`src/rtl/ocp_master_fsm_pkg.sv`:
```
// ocp_master_fsm_pkg: OCP encodings, FSM state codes and width defaults
// shared by the OCP master request engine and its bench.
package ocp_master_fsm_pkg;

  localparam int DEF_MDATA_WIDTH = 8;
  localparam int DEF_SDATA_WIDTH = 8;
  localparam int DEF_MADDR_WIDTH = 64;
  localparam int BLEN_WIDTH      = 10;

  typedef logic [2:0] mcmd_t;
  localparam mcmd_t MCMD_IDLE = 3'b000;
  localparam mcmd_t MCMD_WR   = 3'b001;
  localparam mcmd_t MCMD_RD   = 3'b010;
  localparam mcmd_t MCMD_RDEX = 3'b011;
  localparam mcmd_t MCMD_RDL  = 3'b100;
  localparam mcmd_t MCMD_WRNP = 3'b101;
  localparam mcmd_t MCMD_WRC  = 3'b110;
  localparam mcmd_t MCMD_BCST = 3'b111;

  typedef logic [1:0] sresp_t;
  localparam sresp_t SRESP_NULL = 2'b00;
  localparam sresp_t SRESP_DVA  = 2'b01;
  localparam sresp_t SRESP_FAIL = 2'b10;
  localparam sresp_t SRESP_ERR  = 2'b11;

  typedef logic [1:0] state_t;
  localparam state_t ST_IDLE      = 2'd0;
  localparam state_t ST_WRITE     = 2'd1;
  localparam state_t ST_READ      = 2'd2;
  localparam state_t ST_WAIT_RESP = 2'd3;

  typedef logic [BLEN_WIDTH-1:0] blen_t;

  // A zero-length request still moves one beat.
  function automatic blen_t norm_blen(input blen_t len);
    return (len == '0) ? blen_t'(1) : len;
  endfunction

endpackage

```
`src/rtl/ocp_master_fsm.sv`:
```
// ocp_master_fsm: bridge read/write -> OCP request phases (bursted writes,
// single reads w/ SResp), gated Clk out; registered MCmd/MAddr/MData/etc.
module ocp_master_fsm
  import ocp_master_fsm_pkg::*;
#(
  parameter int MDATA_WIDTH = DEF_MDATA_WIDTH,
  parameter int SDATA_WIDTH = DEF_SDATA_WIDTH,
  parameter int MADDR_WIDTH = DEF_MADDR_WIDTH
) (
  input  logic                   sys_clk,
  input  logic                   reset,
  input  logic [MADDR_WIDTH-1:0] address,
  input  logic [9:0]             burst_length,
  input  logic                   read_request,
  input  logic                   write_request,
  input  logic [MDATA_WIDTH-1:0] write_data,
  output logic [MDATA_WIDTH-1:0] read_data,
  input  logic                   EnableClk,
  output logic                   Clk,
  input  logic                   SCmdAccept,
  input  logic [SDATA_WIDTH-1:0] SData,
  input  logic [1:0]             SResp,
  output logic [MADDR_WIDTH-1:0] MAddr,
  output logic [2:0]             MCmd,
  output logic [MDATA_WIDTH-1:0] MData,
  output logic [9:0]             MBurstLength,
  output logic                   MReqLast
);

  state_t      state;
  logic [9:0]  beat;
  logic        last_beat;
  logic [9:0]  beat_nxt;
  logic [9:0]  blen_in;

  assign Clk       = sys_clk & EnableClk;
  assign last_beat = (beat == MBurstLength);
  assign beat_nxt  = beat + 10'd1;
  assign blen_in   = norm_blen(burst_length);

  always_ff @(posedge sys_clk or negedge reset) begin
    if (!reset) begin
      state        <= ST_IDLE;
      MCmd         <= MCMD_IDLE;
      MAddr        <= '0;
      MData        <= '0;
      MBurstLength <= 10'd1;
      MReqLast     <= 1'b0;
      read_data    <= '0;
      beat         <= '0;
    end else begin
      unique case (state)
        ST_IDLE: begin
          if (write_request) begin
            MAddr        <= address;
            MData        <= write_data;
            MBurstLength <= blen_in;
            beat         <= 10'd1;
            MReqLast     <= (blen_in == 10'd1);
            MCmd         <= MCMD_WR;
            state        <= ST_WRITE;
          end else if (read_request) begin
            MAddr        <= address;
            MBurstLength <= 10'd1;
            MReqLast     <= 1'b1;
            MCmd         <= MCMD_RD;
            state        <= ST_READ;
          end
        end
        ST_WRITE: begin
          if (SCmdAccept) begin
            if (last_beat) begin
              MCmd     <= MCMD_IDLE;
              MReqLast <= 1'b0;
              beat     <= '0;
              state    <= ST_IDLE;
            end else begin
              // bridge already shows the next beat at this edge
              beat     <= beat_nxt;
              MAddr    <= address;
              MData    <= write_data;
              MReqLast <= (beat_nxt == MBurstLength);
            end
          end
        end
        ST_READ: begin
          if (SCmdAccept) begin
            MCmd     <= MCMD_IDLE;
            MReqLast <= 1'b0;
            state    <= ST_WAIT_RESP;
          end
        end
        ST_WAIT_RESP: begin
          unique case (SResp)
            SRESP_DVA: begin
              read_data <= MDATA_WIDTH'(SData);
              state     <= ST_IDLE;
            end
            SRESP_FAIL, SRESP_ERR: begin
              read_data <= '0;
              state     <= ST_IDLE;
            end
            default: ;
          endcase
        end
        default: begin
          MCmd  <= MCMD_IDLE;
          state <= ST_IDLE;
        end
      endcase
    end
  end

endmodule

```
`config.mk`:
```
export PLATFORM = sky130hd
export DESIGN_NAME = ocp_master_fsm
export DESIGN_NICKNAME = d
export VERILOG_FILES = /design/src/rtl/ocp_master_fsm_pkg.sv /design/src/rtl/ocp_master_fsm.sv
export SDC_FILE = /design/constraint.sdc
export NUM_CORES = 1
export LEC_CHECK = 0
export CORE_UTILIZATION = 45
export DETAILED_ROUTE_END_ITERATION = 16
export HOLD_SLACK_MARGIN = 0.05
export PLACE_DENSITY = 0.84
export SLEW_MARGIN = 20
export SYNTH_ARGS = -nofsm -noshare
export SYNTH_HDL_FRONTEND = slang
export SYNTH_SLANG_ARGS = --single-unit
```
`constraint.sdc`:
```
create_clock -name sys_clk -period 4.5 [get_ports sys_clk]
set_input_delay 0.9 -clock sys_clk [delete_from_list [all_inputs] [get_ports sys_clk]]
set_output_delay 0.9 -clock sys_clk [all_outputs]
set_load 0.05 [all_outputs]
```
* Word level (Yosys, flattened, before mapping)
Index checks and enable logic that the tools add are counted.
Word-level totals: register bits after elaboration 106, input bits 98, logic and storage cells 78
Cells by class: add/sub/neg operators 1, eq/ne operators 16, multiplexer cells 36, bitwise operators 1, reductions and logical operators 16
Operator list (number):
- 64-bit two-way mux | 4
- 64-bit one-hot mux with 2 select lines | 1
- 10-bit two-way mux | 6
- 8-bit one-hot mux with 2 select lines | 2
- 8-bit two-way mux | 3
- 10-bit equality test | 2
- 10-bit one-hot mux with 2 select lines | 1
- 3-bit two-way mux | 5
- 2-bit two-way mux | 6
- 2-bit inequality test, second input constant | 6
- 4-bit AND reduction | 3
- 10-bit by 1-bit adder with 10-bit output, second input constant | 1
- 10-bit by 1-bit equality test with 1-bit output, second input constant | 1
- 10-bit zero test | 1
- 5-bit AND reduction | 2
- 3-bit one-hot mux with 3 select lines | 1
- 2-bit equality test, second input constant | 4
- 2-bit one-hot mux with 4 select lines | 1
- 2-bit nonzero test | 3
- 1-bit two-way mux | 5
- 2-bit by 1-bit equality test with 1-bit output, second input constant | 2
- 2-bit AND reduction | 2
- 3-bit inequality test, second input constant | 1
- 1-bit one-hot mux with 3 select lines | 1
- other kinds (6) | 6

* Longest topological paths before layout
depth after elaboration 5, depth in mapped cells 8, gate-level depth less buffers 8

==> results.cfg <==
[status]
outcome = finished, final reports clean

[pwr]
internal_power_mw = 3.16
leakagePower_nw = 2.86
pwr-share-seq_pct = 27.2
p_clk_share_pct = 12.2
p_total_mw = 6.14
p_switching_mw = 2.98
p_per_area_nw_per_um2 = 890
combinationalPowerShare_pct = 60.6
power.share.switching_pct = 48.5
ir_drop_v = 0.000415

[global_routing]
grt_pass1_wl_um = 18400
grt_max_degree = 78
first_global_vias = 3604
gr-usage-all-layers_pct = 23.3
antenna_found_initial = 0
grt-ovfl-total = 0

[logic_synthesis]
ys_seq_area_share_pct = 56.9
synth_fa_ha_area_share_pct = 1.35
yosys-top-cells-area = dfrtp_1, mux2_1, xnor2_1
avgSynthCellArea_um2 = 12.7
syn_area_um2 = 4620
synth_edf_count = 0
yosysTopAreaCellShare_pct = 56.3
synth.most_common_cell = dfrtp_1
ys_seq_elements = 105
synth_nets = 468
yosysUniqueCellTypes = 43
syn_inst = 365
yosys_warnings = 0
synthTopCellsByCount = dfrtp_1, mux2_1, nand2_1
synth_largest_area_cell = dfrtp_1
synth_compound_area_share_pct = 8.96
synth_ff_type = dfrtp_1
synthXorXnorAreaFrac_pct = 3.38
synthMuxAreaShare_pct = 18.3
synth_top_family_by_area = multiplexers
yosys.area_share.simple_pct = 7.74
synthArstFlopShare_pct = 100

[timing]
setup_viol = 0
slew_headroom_pct = 34.9
setup_tns_ps = 0
timing.hold.ws_ps = 493
rsz0062_at_grt = false
drv_slew = 0
worst_pin_slew_ps = 976
finalHoldViolCount = 0
worst_clock_skew_ps = 9.71

[cts]
cts_hold_buf = 0
cts_resized = 0
cts_tree = yes
clk_pin_slew_ps = 100
clock_latency_ps = 470
postCtsSetupRepairBufs = 0

[floorplanning]
floorplan.die_area_um2 = 10700
fp.dieH_um = 103
io_pins = 193
initial_core_util_pct = 46.9
core_region_area_um2 = 9860
rows = 36
fp.dieW_um = 103

[worst_setup_path]
crit_path_frequent_cell = clkbuf_8
path_class = clock port to primary output
critPathMaxStageDelay_ps = 690
critPathLaunchType = clock port
r2r_cells = 7
crit_buf_inv = 3
cp-end-kind = primary output
crit_fanout = 2
r2r_setup_slack_ps = 1890
path_cells = clkbuf_8 > clkbuf_8 > and2_1 > clkdlybuf4s50_1
required_ps = 3600
critPathTopFamily = buffers and inverters
crit_path_top_delay_cell = clkdlybuf4s50_1
arrival_ps = 3310
cp.depth = 4

[route]
num_vias = 3605
drt-initial-drc-count = 105
viasPerCell = 5.21
postRouteAntennaNets = 0
drt-total-wl_um = 12200
remaining_drc_errors = 0
wl_per_cell_um = 17.7
drtPass1Iterations = 5

[final_layout]
drive_above_1_share_pct = 6.45
multi_input_area_um2 = 1850
fillers = 695
seqCellArea_um2 = 2630
final_cells = 692
fin_nets = 656
area_delta_synth_final_pct = 49.3

[hold_path]
min_delay_path_depth = 1
hp-class = flop to flop

[placed_design]
io_buffers = 191
dpl.hpwl_um = 9120
place.gp.congestion = 0.887
place_inst = 672

[run]
maxCapViolCount = 0
cell usage in the layout, fill, tap and decap left out, types with 2 or more instances in the layout:
cell	count
clkbuf_8	13
nand4_1	3
o22ai_1	10
xnor2_1	12
o21ai_0	4
xor2_1	4
bufinv_16	2
o21ai_1	10
and3_1	3
a31oi_1	4
clkdlybuf4s50_1	190
inv_1	15
nand3_1	13
nor2b_1	2
nand2b_1	6
and3_4	2
inv_6	2
ha_1	5
mux2_1	70
a22o_1	10
o21a_1	8
dfrtp_1	104
nor3_1	4
nand2_1	17
o31ai_1	6
clkinv_2	2
buf_4	4
nor2_1	7
mux2_2	5
a21oi_1	3
nor4_1	2
and2_1	4
final cells by class:
cell class	count	share of cell area, %
clock buffers	14	2.74
diodes	1	0.0363
well taps	133	2.41
repair buffers	193	27.9
flip-flops and latches	105	38.1
inverters	15	0.816
multi-input cells	225	26.8
clock inverters	6	1.27
routing by layer:
| layer | GRT usage [%] | vias up | part of all wire (%) |
|---|---|---|---|
| li1 | - | 1664 | - |
| met1 | 25.9 | 1794 | 38 |
| met2 | 41.7 | 127 | 52 |
| met3 | 6.99 | 20 | 7.4 |
| met4 | 9.21 | 0 | 1.9 |
| met5 | 0 | - | 0 |
logic make-up after synthesis:
| logic type | after synthesis |
|---|---|
| AO/OA/AOI/OAI | 59 |
| XOR/XNOR | 17 |
| adder cells (fa/ha/maj) | 5 |
| buffers and inverters | 35 |
| flip-flops | 105 |
| multiplexers | 75 |
| other | 1 |
| AND/OR/NAND/NOR | 68 |
sequential cells by signal (all words and copies together) (netlist names):
name	cells
MBurstLength	10
MReqLast	1
beat	10
state	2
MCmd	2
MData	8
read_data	8
MAddr	64
stage by stage:
step / util, % / worst slack (ps) / cell area, um^2
CTS: 69.9 / 284 / 6900
global placement: 67.2 / 536 / 6630
global route: 69.9 / 259 / 6900
detailed placement: 67.2 / 536 / 6630
floorplan: - / 1050 / 4620
finish: 70.0 / 293 / 6900
worst reg2reg max path, cell delays in order, from the launching register on:
cell      delay (ps)
dfrtp_1          450
xnor2_1          310
nand4_1          170
nor3_1           210
nand2_1          160
o211ai_4         100
buf_4            650
mux2_2           450
power groups by stage:
stage / registers [mW] / logic (mW) / clock network, mW
6_report: 1.67 / 3.72 / 0.752
4_1_cts: 1.67 / 3.75 / 0.772
3_5_place_dp: 1.69 / 3.74 / 0.0302
5_1_grt: 1.73 / 3.91 / 0.809
3_3_place_gp: 1.66 / 3.67 / 0.0302
2_1_floorplan: 3.11 / 1.07 / 0.0213
worst paths after layout:
path	from	to
max reg2reg	beat[5]	MAddr[0]
min in group asynchronous	reset	MAddr[19]
min reg2reg	MAddr[42]	MAddr[42]
max	sys_clk	Clk
max in group asynchronous	reset	MAddr[36]
min	MAddr[42]	MAddr[42]
No activity file was read; power rests on OpenSTA's default activity.
